### src/rtl/datapath_p_pkg.sv
// Shared definitions for datapath_p: op codes, flag bit positions,
// sequential-unit operation kinds and the link-register index.
package datapath_p_pkg;

    localparam logic [3:0] OP_ADD = 4'd0;
    localparam logic [3:0] OP_SUB = 4'd1;
    localparam logic [3:0] OP_ADC = 4'd2;
    localparam logic [3:0] OP_SBC = 4'd3;
    localparam logic [3:0] OP_CMP = 4'd4;
    localparam logic [3:0] OP_AND = 4'd5;
    localparam logic [3:0] OP_OR  = 4'd6;
    localparam logic [3:0] OP_XOR = 4'd7;
    localparam logic [3:0] OP_SLL = 4'd8;
    localparam logic [3:0] OP_SRL = 4'd9;
    localparam logic [3:0] OP_SRA = 4'd10;
    localparam logic [3:0] OP_MUL = 4'd11;
    localparam logic [3:0] OP_LD  = 4'd12;
    localparam logic [3:0] OP_ST  = 4'd13;
    localparam logic [3:0] OP_JAL = 4'd14;
    localparam logic [3:0] OP_NOP = 4'd15;

    localparam int FLAG_V = 0;
    localparam int FLAG_C = 1;
    localparam int FLAG_N = 2;
    localparam int FLAG_Z = 3;

    typedef enum logic [1:0] {
        SEQ_SLL,
        SEQ_SRL,
        SEQ_SRA,
        SEQ_MUL
    } seq_kind_e;

    function automatic int link_reg(input int regs);
        return regs - 2;
    endfunction

endpackage

### src/rtl/dp_seq_unit.sv
// Multi-cycle unit: one-bit-per-cycle shifts and, with DATAPATH_P_MUL_EN
// defined, an iterative shift-add multiply sharing the same counter.
module dp_seq_unit
    import datapath_p_pkg::*;
#(
    parameter int W = 16
) (
    input  logic                 i_clk,
    input  logic                 i_rst,
    input  logic                 i_start,
    input  seq_kind_e            i_kind,
    input  logic [W-1:0]         i_a,
`ifdef DATAPATH_P_MUL_EN
    input  logic [W-1:0]         i_b,
`endif
    input  logic [$clog2(W)-1:0] i_amt,
    output logic                 o_busy,
    output logic                 o_done,
    output logic [W-1:0]         o_result,
    output logic                 o_carry,
    output logic                 o_set_c
);

    localparam int CW = $clog2(W) + 1;

    logic [CW-1:0] cnt_q, cnt_d;
    seq_kind_e     kind_q, kind_d;
    logic [W-1:0]  opa_q, opa_d;
    logic [W-1:0]  step_val;
    logic          step_bit;
`ifdef DATAPATH_P_MUL_EN
    logic [W-1:0]  opb_q, opb_d;
    logic [W-1:0]  acc_q, acc_d;
    logic [W-1:0]  acc_step;
`endif

    // One shift step; the multiplicand advances with the SLL step too.
    always_comb begin
        step_val = {opa_q[W-2:0], 1'b0};
        step_bit = opa_q[W-1];
        case (kind_q)
            SEQ_SRL: begin
                step_val = {1'b0, opa_q[W-1:1]};
                step_bit = opa_q[0];
            end
            SEQ_SRA: begin
                step_val = {opa_q[W-1], opa_q[W-1:1]};
                step_bit = opa_q[0];
            end
            default: ;
        endcase
    end

`ifdef DATAPATH_P_MUL_EN
    assign acc_step = acc_q + (opb_q[0] ? opa_q : '0);
`endif

    // NOTE: every next-state variable gets its hold value first so no latch is inferred.
    always_comb begin
        cnt_d  = cnt_q;
        kind_d = kind_q;
        opa_d  = opa_q;
`ifdef DATAPATH_P_MUL_EN
        opb_d  = opb_q;
        acc_d  = acc_q;
`endif
        if (i_start) begin
            kind_d = i_kind;
            opa_d  = i_a;
            cnt_d  = CW'(i_amt);
`ifdef DATAPATH_P_MUL_EN
            opb_d  = i_b;
            acc_d  = '0;
            if (i_kind == SEQ_MUL) cnt_d = CW'(W);
`endif
        end else if (o_busy) begin
            cnt_d = cnt_q - CW'(1);
            opa_d = step_val;
`ifdef DATAPATH_P_MUL_EN
            opb_d = opb_q >> 1;
            acc_d = acc_step;
`endif
        end
    end

    // NOTE: reset is synchronous, so it lives inside the clocked block; state uses <= only.
    always_ff @(posedge i_clk) begin
        if (i_rst) begin
            cnt_q  <= '0;
            kind_q <= SEQ_SLL;
            opa_q  <= '0;
`ifdef DATAPATH_P_MUL_EN
            opb_q  <= '0;
            acc_q  <= '0;
`endif
        end else begin
            cnt_q  <= cnt_d;
            kind_q <= kind_d;
            opa_q  <= opa_d;
`ifdef DATAPATH_P_MUL_EN
            opb_q  <= opb_d;
            acc_q  <= acc_d;
`endif
        end
    end

    assign o_busy  = (cnt_q != '0);
    assign o_done  = (cnt_q == CW'(1));
    assign o_carry = step_bit;
    assign o_set_c = (kind_q != SEQ_MUL);
`ifdef DATAPATH_P_MUL_EN
    assign o_result = (kind_q == SEQ_MUL) ? acc_step : step_val;
`else
    assign o_result = step_val;
`endif

endmodule

### src/rtl/datapath_p.sv
// Parametrised core datapath: PC, register file, NZCV flags, single-cycle ALU
// and a multi-cycle shift unit (multiply added when DATAPATH_P_MUL_EN is defined).
module datapath_p
    import datapath_p_pkg::*;
#(
    parameter int             W       = 16,
    parameter int             REGS    = 16,
    parameter logic [W-1:0]   RST_VEC = '0
) (
    input  logic                    i_clk,
    input  logic                    i_rst,
    input  logic                    i_exec_ce,
    input  logic [3:0]              i_op,
    input  logic [$clog2(REGS)-1:0] i_rd,
    input  logic [$clog2(REGS)-1:0] i_rs,
    input  logic [W-1:0]            i_imm,
    input  logic                    i_use_imm,
    input  logic                    i_we,
    input  logic                    i_br_taken,
    input  logic [W-1:0]            i_br_off,
    input  logic                    i_irq_take,
    input  logic [W-1:0]            i_irq_vector,
    input  logic [W-1:0]            i_data_in,
    output logic [W-1:0]            o_i_ad,
    output logic [W-1:0]            o_d_ad,
    output logic [W-1:0]            o_data_out,
    output logic                    o_d_we,
    output logic                    o_busy,
    output logic                    o_ccz,
    output logic                    o_ccn,
    output logic                    o_ccc,
    output logic                    o_ccv
);

    localparam int              RW      = $clog2(REGS);
    localparam int              SW      = $clog2(W);
    localparam logic [RW-1:0]   LINK    = RW'(link_reg(REGS));
    localparam logic [W-1:0]    PC_STEP = W'(2);

    logic [W-1:0]  rf_q [REGS];
    logic [W-1:0]  pc_q, pc_d;
    logic [3:0]    flags_q, flags_d;
    logic [RW-1:0] rd_q, rd_d;
    logic          we_q, we_d;

    logic [W-1:0]  op_a, op_b, rs_val, res;
    logic [SW-1:0] shamt;
    logic          accept, irq;
    logic          sub_op, add_cin, add_v, set_zn;
    logic [W-1:0]  add_b;
    logic [W:0]    add_sum;
    logic          wr_en;
    logic [RW-1:0] wr_addr;

    logic          seq_start, seq_busy, seq_done, seq_carry, seq_set_c;
    seq_kind_e     seq_kind;
    logic [W-1:0]  seq_result;

    assign op_a   = rf_q[i_rd];
    assign rs_val = rf_q[i_rs];
    assign op_b   = i_use_imm ? i_imm : rs_val;
    assign shamt  = op_b[SW-1:0];

    // Interrupt entry outranks a same-cycle instruction; neither is taken while busy.
    assign irq    = i_irq_take && !seq_busy && !i_rst;
    assign accept = i_exec_ce && !seq_busy && !i_irq_take && !i_rst;

    // Subtraction is A + ~B + cin, so carry out means "no borrow".
    assign sub_op = (i_op == OP_SUB) || (i_op == OP_SBC) || (i_op == OP_CMP);
    assign add_b  = sub_op ? ~op_b : op_b;

    always_comb begin
        add_cin = 1'b0;
        case (i_op)
            OP_SUB, OP_CMP: add_cin = 1'b1;
            OP_ADC, OP_SBC: add_cin = flags_q[FLAG_C];
            default:        ;
        endcase
    end

    assign add_sum = {1'b0, op_a} + {1'b0, add_b} + {{W{1'b0}}, add_cin};
    assign add_v   = (op_a[W-1] == add_b[W-1]) && (add_sum[W-1] != op_a[W-1]);

    always_comb begin
        pc_d      = pc_q;
        flags_d   = flags_q;
        rd_d      = rd_q;
        we_d      = we_q;
        res       = '0;
        set_zn    = 1'b0;
        wr_en     = 1'b0;
        wr_addr   = i_rd;
        seq_start = 1'b0;
        seq_kind  = SEQ_SLL;

        if (seq_done) begin
            res     = seq_result;
            wr_en   = we_q;
            wr_addr = rd_q;
            set_zn  = 1'b1;
            if (seq_set_c) flags_d[FLAG_C] = seq_carry;
        end else if (irq) begin
            pc_d    = i_irq_vector;
            res     = pc_q;
            wr_en   = 1'b1;
            wr_addr = LINK;
        end else if (accept) begin
            pc_d = i_br_taken ? pc_q + i_br_off : pc_q + PC_STEP;
            case (i_op)
                OP_ADD, OP_SUB, OP_ADC, OP_SBC, OP_CMP: begin
                    res             = add_sum[W-1:0];
                    wr_en           = i_we && (i_op != OP_CMP);
                    set_zn          = 1'b1;
                    flags_d[FLAG_C] = add_sum[W];
                    flags_d[FLAG_V] = add_v;
                end
                OP_AND: begin res = op_a & op_b; wr_en = i_we; set_zn = 1'b1; end
                OP_OR:  begin res = op_a | op_b; wr_en = i_we; set_zn = 1'b1; end
                OP_XOR: begin res = op_a ^ op_b; wr_en = i_we; set_zn = 1'b1; end
                OP_SLL, OP_SRL, OP_SRA: begin
                    if (shamt == '0) begin
                        res             = op_a;
                        wr_en           = i_we;
                        set_zn          = 1'b1;
                        flags_d[FLAG_C] = 1'b0;
                    end else begin
                        seq_start = 1'b1;
                        seq_kind  = (i_op == OP_SLL) ? SEQ_SLL :
                                    (i_op == OP_SRL) ? SEQ_SRL : SEQ_SRA;
                        rd_d      = i_rd;
                        we_d      = i_we;
                    end
                end
`ifdef DATAPATH_P_MUL_EN
                OP_MUL: begin
                    seq_start = 1'b1;
                    seq_kind  = SEQ_MUL;
                    rd_d      = i_rd;
                    we_d      = i_we;
                end
`else
                OP_MUL: ;
`endif
                OP_LD:  begin res = i_data_in; wr_en = i_we; end
                OP_JAL: begin
                    res   = pc_q + PC_STEP;
                    wr_en = 1'b1;
                    pc_d  = rs_val + i_imm;
                end
                OP_ST, OP_NOP: ;
                default: ;
            endcase
        end

        if (set_zn) begin
            flags_d[FLAG_Z] = (res == '0);
            flags_d[FLAG_N] = res[W-1];
        end
    end

    always_ff @(posedge i_clk) begin
        if (i_rst) begin
            pc_q    <= RST_VEC;
            flags_q <= '0;
            rd_q    <= '0;
            we_q    <= 1'b0;
        end else begin
            pc_q    <= pc_d;
            flags_q <= flags_d;
            rd_q    <= rd_d;
            we_q    <= we_d;
        end
    end

    // NOTE: the register file is a plain memory and is deliberately not reset.
    always_ff @(posedge i_clk) begin
        if (wr_en && !i_rst) rf_q[wr_addr] <= res;
    end

    dp_seq_unit #(
        .W (W)
    ) u_seq (
        .i_clk    (i_clk),
        .i_rst    (i_rst),
        .i_start  (seq_start),
        .i_kind   (seq_kind),
        .i_a      (op_a),
`ifdef DATAPATH_P_MUL_EN
        .i_b      (op_b),
`endif
        .i_amt    (shamt),
        .o_busy   (seq_busy),
        .o_done   (seq_done),
        .o_result (seq_result),
        .o_carry  (seq_carry),
        .o_set_c  (seq_set_c)
    );

    assign o_i_ad     = pc_q;
    assign o_d_ad     = rs_val + i_imm;
    assign o_data_out = op_a;
    assign o_d_we     = accept && (i_op == OP_ST);
    assign o_busy     = seq_busy;
    assign o_ccz      = flags_q[FLAG_Z];
    assign o_ccn      = flags_q[FLAG_N];
    assign o_ccc      = flags_q[FLAG_C];
    assign o_ccv      = flags_q[FLAG_V];

endmodule

### config.mk
export PLATFORM = sky130hd
export DESIGN_NAME = datapath_p
export DESIGN_NICKNAME = d
export VERILOG_FILES = /design/src/rtl/datapath_p_pkg.sv /design/src/rtl/dp_seq_unit.sv /design/src/rtl/datapath_p.sv
export SDC_FILE = /design/constraint.sdc
export NUM_CORES = 1
export LEC_CHECK = 0
export ABC_AREA = 1
export CELL_PAD_IN_SITES_DETAIL_PLACEMENT = 2
export CELL_PAD_IN_SITES_GLOBAL_PLACEMENT = 2
export CORE_UTILIZATION = 35
export CTS_CLUSTER_DIAMETER = 150
export CTS_CLUSTER_SIZE = 20
export DETAILED_ROUTE_END_ITERATION = 7
export PLACE_DENSITY_LB_ADDON = 0.12
export SYNTH_ARGS = -nofsm -noshare
export SYNTH_HDL_FRONTEND = slang
export SYNTH_SLANG_ARGS = --single-unit
### constraint.sdc
create_clock -name i_clk -period 5.9 [get_ports i_clk]
set_input_delay 1.18 -clock i_clk [delete_from_list [all_inputs] [get_ports i_clk]]
set_output_delay 1.18 -clock i_clk [all_outputs]
set_load 0.05 [all_outputs]
==> summary.md, run 1 <==
| Metric | Value |
|---|---|
| Area leader, netlist | edfxtp_1 |
| Synth Warn # | 0 |
| Global-route usage over all layers | 31.6% |
| H-tree levels | 1 |
| Wire per inst | about 28 µm |
| CP Cell Sequence | clkdlybuf4s50_1 > clkinv_1 > buf_4 > nand3_1 > nand3_1 > nand2_1 > ha_1 > buf_4 > nand3b_1 > nand2_1 > nand2_1 > nand2_1 > a21oi_2 > o21ai_2 > a21boi_1 > buf_4 > xor2_1 > buf_4 > inv_1 > buf_12 |
| Final #Nets | 2720 |
| Max-cap viol count | 0 |
| Total core area | 55300 µm² |
| Placed Cells | 3276 |
| Top_reg_cell synth | edfxtp_1 |
| Via count | roughly 19000 |
| Num CTS Buffers | 19 |
| Longest Clk Path Bufs | 3 |
| Top-area cell type share of the netlist area | 39.2% |
| Yosys cell types | 51 |
| Vias in the first global route | 20800 |
| GRT overflow | 0 |
| Final Wtd Congestion | between 0.8 and 0.9 |
| PortBufs | 136 |
| Worst rel slew slack | between 20% and 30% |
| Skew final | 0.0201 ns |
| Crit-path max FO | 5 |
| Tcrit/Tclk final | 98.5% |
| Sink Count | between 300 and 400 |
| Kind of critical path | in -> out |
| Root buffer cell | clkbuf_16 |
| Initial antenna violation count | 3 |
| Slew Limit Fails | 0 |
| I/O pin count | 137 |
| Layout Cells excl Fill | approximately 3300 |
| DRT Wirelength | 91.0 mm |
| Via-per-instance ratio | around 5.8 |
| Worst slew pin tran | approximately 1.1 ns |
| Setup violations, final | 0 |
| Worst skew pair latency | ~0.56 ns |
| Width of the die | 239 µm |
| Seq cells post-synth | 304 |
| Slowest stage delay, CP | 0.53 ns |
| Largest net degree at the start of global routing | 162 |
| Place WS | -0.360 ns |
| First-pass GRT wire length | 134 mm |
| Final Hold Fails | 0 |
| FFs w/ async S/R, synth | 0% |
| Post-synthesis sequential area ratio | 44.1% |
| Die span in y | 239 µm |
| Hold crit path type | reg -> reg |
| Synth top area cells | edfxtp_1, o21ai_0, nand2_1, ha_1, a21oi_1 |
| Run status | finished, final reports clean |
| PwrDens | between 200 and 300 nW/µm² |
| Number of synthesized flops with an enable pin | 256 |
| CP arrival | 4.63 ns |
| Detailed-route DRC error count | 0 |
| Leak | about 9 nW |
| Post-DRT Antenna Nets | 0 |
| Syn Nets | around 2600 |
| CP Launch Type | input port |
| Initial Utilization | 35.5% |
| Post-Syn Instances | ~2400 |
| Final worst slack | 0.0898 ns |
| CP required | 4.72 ns |
| Iter 0 DRT Violations | 1474 |
| Setup crit end kind | output pin |
| Worst path slowest cell | clkdlybuf4s50_1 |
| Mapped cell area | 19600 µm² |
| Reg clk slew, reported paths | 0.10 ns |
| # rows | between 80 and 90 |
| VDD IR-drop max | 0.251 mV |
| Detailed Place HPWL | 65.1 mm |
| Layout cells sized above 1 | under 10% |
| Die ar. | 57000 µm² |
| DR pass1 iterations | 5 |
| Fmax | 172 MHz |
| Fin crit period | 5.81 ns |
| Mean area per synthesized cell | approximately 8.1 µm² |
| CTS tree | done |
| Post-CTS Hold Fix Bufs | 0 |
| P&R area growth vs syn | 17.5% |
## Yosys cell counts, types with 4 or more instances
cell type	n
nand3_1	144
or2_2	8
o22ai_1	11
nand4_1	15
dfxtp_1	48
ha_1	83
buf_4	6
buf_6	6
nand2_2	4
nand2_4	6
o211ai_1	21
nand2_1	360
nand3_2	6
a22o_1	6
nor2_1	203
a31oi_1	26
a211oi_1	11
or2_1	7
buf_1	10
fa_1	4
clkinv_1	7
inv_2	5
o31ai_1	4
xor2_1	40
a221oi_1	15
nor3_1	13
o221ai_1	57
xnor2_1	12
a21oi_1	196
a21o_1	6
clkbuf_1	95
inv_1	236
edfxtp_1	256
o21ai_0	427
buf_2	29
## repair_timing
action	in CTS	in global routing
setup endpoints to repair	6	6
setup buffers	1	0
resized for setup	6	9
pin swaps	1	0
## metrics by stage
stage	util, %	TNS, ns	hold slack (ns)	total power, mW	instance area [µm²]
6_report	41.7	0	0.480	6.86	23100
3_3_place_gp	40.7	-0.271	0.448	5.37	22500
4_1_cts	41.7	0	0.488	6.86	23000
3_5_place_dp	40.7	-2.27	0.474	5.46	22500
5_1_grt	41.7	-0.0101	0.518	7.15	23100
2_1_floorplan	-	0	0.430	4.21	19600
## cells in the final DEF, fill, tap and decap left out, drive strengths merged, types with 26 or more instances in the layout
| master | count |
|---|---|
| a21oi | 197 |
| a31oi | 26 |
| buf | 163 |
| clkdlybuf4s50 | 100 |
| dfxtp | 48 |
| edfxtp | 256 |
| ha | 83 |
| inv | 243 |
| nand2 | 370 |
| nand3 | 150 |
| nor2 | 206 |
| o21ai | 430 |
| o221ai | 57 |
| xor2 | 40 |
## sequential cells by signal (all words and copies together), names as in the netlist
register,count
flags_q,4
rf_q,256
u_seq.opa_q,16
rd_q,4
o_i_ad,16
we_q,1
u_seq.kind_q,2
u_seq.cnt_q,5
## report_power, final
group	total (mW)	switching [mW]	internal, mW
combinational	2.86	1.96	0.907
sequential	2.60	0.118	2.48
clock	1.40	0.801	0.602
## cell type report
cell class / count / area [µm²]
diodes: 2 / 5.00
flip-flops and latches: 304 / 8650
repair buffers: 263 / 2500
clock buffers: 24 / 494
multi-input cells: 1714 / 9520
inverters: 248 / 931
well taps: 748 / 936
clock inverters: 4 / 31.3
fillers: 6296 / 32200
## final timing paths
path / from / endpoint / slack (ns) / depth (start not counted)
min: rd_q[0]$_SDFFE_PP0P_ / rd_q[0]$_SDFFE_PP0P_ / 0.48 / 2
max: i_rs[2] / o_d_ad[10] / 0.09 / 20
max reg2reg: rf_q[0][0]$_DFFE_PP_ / rf_q[3][14]$_DFFE_PP_ / 1.42 / 21
min reg2reg: rd_q[0]$_SDFFE_PP0P_ / rd_q[0]$_SDFFE_PP0P_ / 0.48 / 2
## per-layer routing
metal  track usage (%)  routed length [µm]
met1              42.4               40500
met3              3.49                4140
met5                 0                  13
met2              52.2               42700
met4              12.0                3600
## worst max-delay path: cells and delay by family
kind                       cells  cell delay [ns]
buffers and inverters          8             1.57
and+or+nand+nor                7             0.75
AOI/OAI and AO/OA              3             0.67
adders and majority gates      1             0.29
xor gates and xnor gates       1             0.17
## cell families (layout without fill, tap and decap cells)
family / after synthesis / count (layout) / share of synthesized area, %
AOI/OAI and AO/OA: 799 / 799 / 23.0
xor gates and xnor gates: 52 / 52 / 2.32
adders and majority gates: 87 / 87 / 5.70
buffers and inverters: 394 / 539 / 8.06
DFF: 304 / 304 / 44.1
other: 0 / 2 / 0
and+or+nand+nor: 776 / 776 / 16.9
Power figures use the tool's default switching activity.
==> run 2: changes to the inputs <==
--- a/config.mk
+++ b/config.mk
@@ -13,6 +13,7 @@
 export CTS_CLUSTER_SIZE = 20
 export DETAILED_ROUTE_END_ITERATION = 7
 export PLACE_DENSITY_LB_ADDON = 0.12
+export SKIP_CTS_REPAIR_TIMING = 1
 export SYNTH_ARGS = -nofsm -noshare
 export SYNTH_HDL_FRONTEND = slang
 export SYNTH_SLANG_ARGS = --single-unit
==> constraint.sdc (replaced) <==
create_clock -name i_clk -period 5.9 [get_ports i_clk]
set_input_delay 1.18 -clock i_clk [delete_from_list [all_inputs] [get_ports i_clk]]
set_output_delay 1.18 -clock i_clk [all_outputs]
set_load 0.01 [all_outputs]
==> run 2 against run 1 <==
Sequential power about the same; global-route usage down 0.059 points; critical path depth down 4; power down 3.3%; maximum frequency down 0.31%; cell count up 1.4%; non-clock buffer count up 47; core utilization up 1.0 points; combinational power down 9.8%; count of clock-buffer cells in the layout unchanged; flip-flop and latch count unchanged; critical endpoint is now o_d_ad[13].
==> summary.md, run 2 (synthesis results as in run 1) <==
| Metric | Value |
|---|---|
| Sw Share | 39.2% |
| Num CTS Buffers | 19 |
| CP required | between 4 and 5 ns |
| Root buffer cell | clkbuf_16 |
| Die span in y | 239 µm |
| Iter 0 DRT Violations | 1437 |
| Worst slew pin tran | about 1 ns |
| Max reg flops | 256 |
| Flop pwr share | 39.1% |
| Detailed Place HPWL | about 65 mm |
| Final Hold Fails | 0 |
| Width of the die | 239 µm |
| Largest net degree at the start of global routing | 89 |
| I/O pin count | 137 |
| Post-DRT Antenna Nets | 0 |
| Combinational Power Share | 39.0% |
| # rows | 86 |
| P&R area growth vs syn | 20.4% |
| CP Launch Type | input port |
| Minimum hold slack | 0.471 ns |
| Max-cap viol count | 0 |
| Hold crit path type | reg -> reg |
| Leak | about 9.2 nW |
| Clock power frac | a little over a fifth |
| PwrDens | 281 nW/µm² |
| Metal-1 WL | slightly above 40 mm |
| PortBufs | 136 |
| Commonest non-fill, non-tap cell in the layout | o21ai_0 |
| Hold Crit Depth | 2 |
| Die ar. | around 57000 µm² |
| Final #Nets | 2767 |
| Global-route usage over all layers | 31.5% |
| Worst skew pair latency | around 0.56 ns |
| First-pass GRT wire length | 134 mm |
| Initial antenna violation count | 2 |
| CTS tree | done |
| Wire per inst | 27.2 µm |
| Longest Clk Path Bufs | 3 |
| Fill cell count | 6266 |
| Place WS | -0.680 ns |
| CP arrival | 4.65 ns |
| DR pass1 iterations | 7 |
| H-tree levels | 1 |
| Setup crit end kind | output pin |
| Via-per-instance ratio | 5.87 |
| Tcrit/Tclk final | just under 100% |
| Met2 wire length | around 44 mm |
| Pint | 4.03 mW |
| Total core area | 55300 µm² |
| Skew final | ~0.027 ns |
| Setup TNS | 0 ns |
| DRT Wirelength | 91.3 mm |
| Fin crit period | 5.83 ns |
| Final worst slack | 0.0716 ns |
| Commonest cells after routing, fill and taps aside | o21ai_0, nand2_1, edfxtp_1, inv_1, a21oi_1 |
| Top sig layer | met4 |
| Final Wtd Congestion | 0.911 |
| Layout cells sized above 1 | 11.4% |
| Detailed-route DRC error count | 0 |
| Vias in the first global route | between 20000 and 25000 |
| Via count | about 20000 |
| Unrepaired setup endpoints after global routing | yes |
| Sink Count | 304 |
| Slew Limit Fails | 0 |
| Initial Utilization | between 30% and 40% |
| Tot Pwr | 6.63 mW |
| Reg clk slew, reported paths | 0.09 ns |
| Worst rel slew slack | 33.3% |
| Crit-path max FO | 8 |
| FF-to-FF path depth | 21 |
| GRT overflow | 0 |
| Setup violations, final | 0 |
| Antenna Cells | 0 |
| Kind of critical path | in -> out |
| Run status | finished, final reports clean |
| VDD IR-drop max | ~0.27 mV |
| Switch Pwr | around 2.6 mW |
| Fmax | ~170 MHz |
| Biggest register | rf_q |
| Met3 routed WL | 3.83 mm |
| Reg2Reg Setup Slack | 1.58 ns |
==> run 2: metal layers <==
metal / global-route usage, % / vias up
li1: - / 8812
met3: 2.26 / 107
met1: 43.6 / 10200
met4: 8.16 / 0
met5: 0 / -
met2: 53.2 / 518
==> run 2: stage by stage <==
stage	util (%)	instance area, µm²	cells
after floorplan	-	19600	2412
after global placement	41.2	22800	3321
after detailed placement	41.2	22800	3321
after CTS	42.2	23300	3349
after global routing	42.7	23600	3352
final	42.7	23600	3352
==> run 2: final timing paths <==
| path | end | startpoint |
|---|---|---|
| setup / recovery | o_d_ad[13] | i_rs[2] |
| hold / removal | rd_q[0]$_SDFFE_PP0P_ | rd_q[0]$_SDFFE_PP0P_ |
| setup reg to reg | rf_q[2][14]$_DFFE_PP_ | rf_q[4][0]$_DFFE_PP_ |
| hold reg to reg | rd_q[0]$_SDFFE_PP0P_ | rd_q[0]$_SDFFE_PP0P_ |
==> run 2: power groups by stage <==
stage,registers [mW],clock network (mW),logic (mW)
global route,2.60,1.54,2.78
CTS,2.59,1.49,2.52
global placement,2.63,0,2.41
finish,2.60,1.45,2.58
detailed placement,2.64,0,2.50
floorplan,2.61,0,1.32
==> run 2: final cells by class <==
class / instances / area, µm² / share of cell area [%]
Clock buffer: 24 / 504 / 2.13
Sequential cell: 304 / 8650 / 36.6
Inverter: 248 / 931 / 3.94
Timing Repair Buffer: 310 / 2830 / 12.0
Multi-Input combinational cell: 1714 / 9740 / 41.2
Tap cell: 748 / 936 / 3.96
Clock inverter: 4 / 52.6 / 0.222
==> run 2: critical path, stage by stage <==
cell and delay (ns):
clkdlybuf4s50_1 0.46, clkinv_1 0.10, buf_6 0.17, o21ai_0 0.11, o221ai_1 0.25, nand2_1 0.15
ha_1 0.37, a21oi_2 0.18, a21boi_4 0.28, o21ai_4 0.11, a21boi_2 0.16, o21ai_1 0.10
a31oi_1 0.21, xor2_1 0.22, inv_1 0.09, clkdlybuf4s50_1 0.49
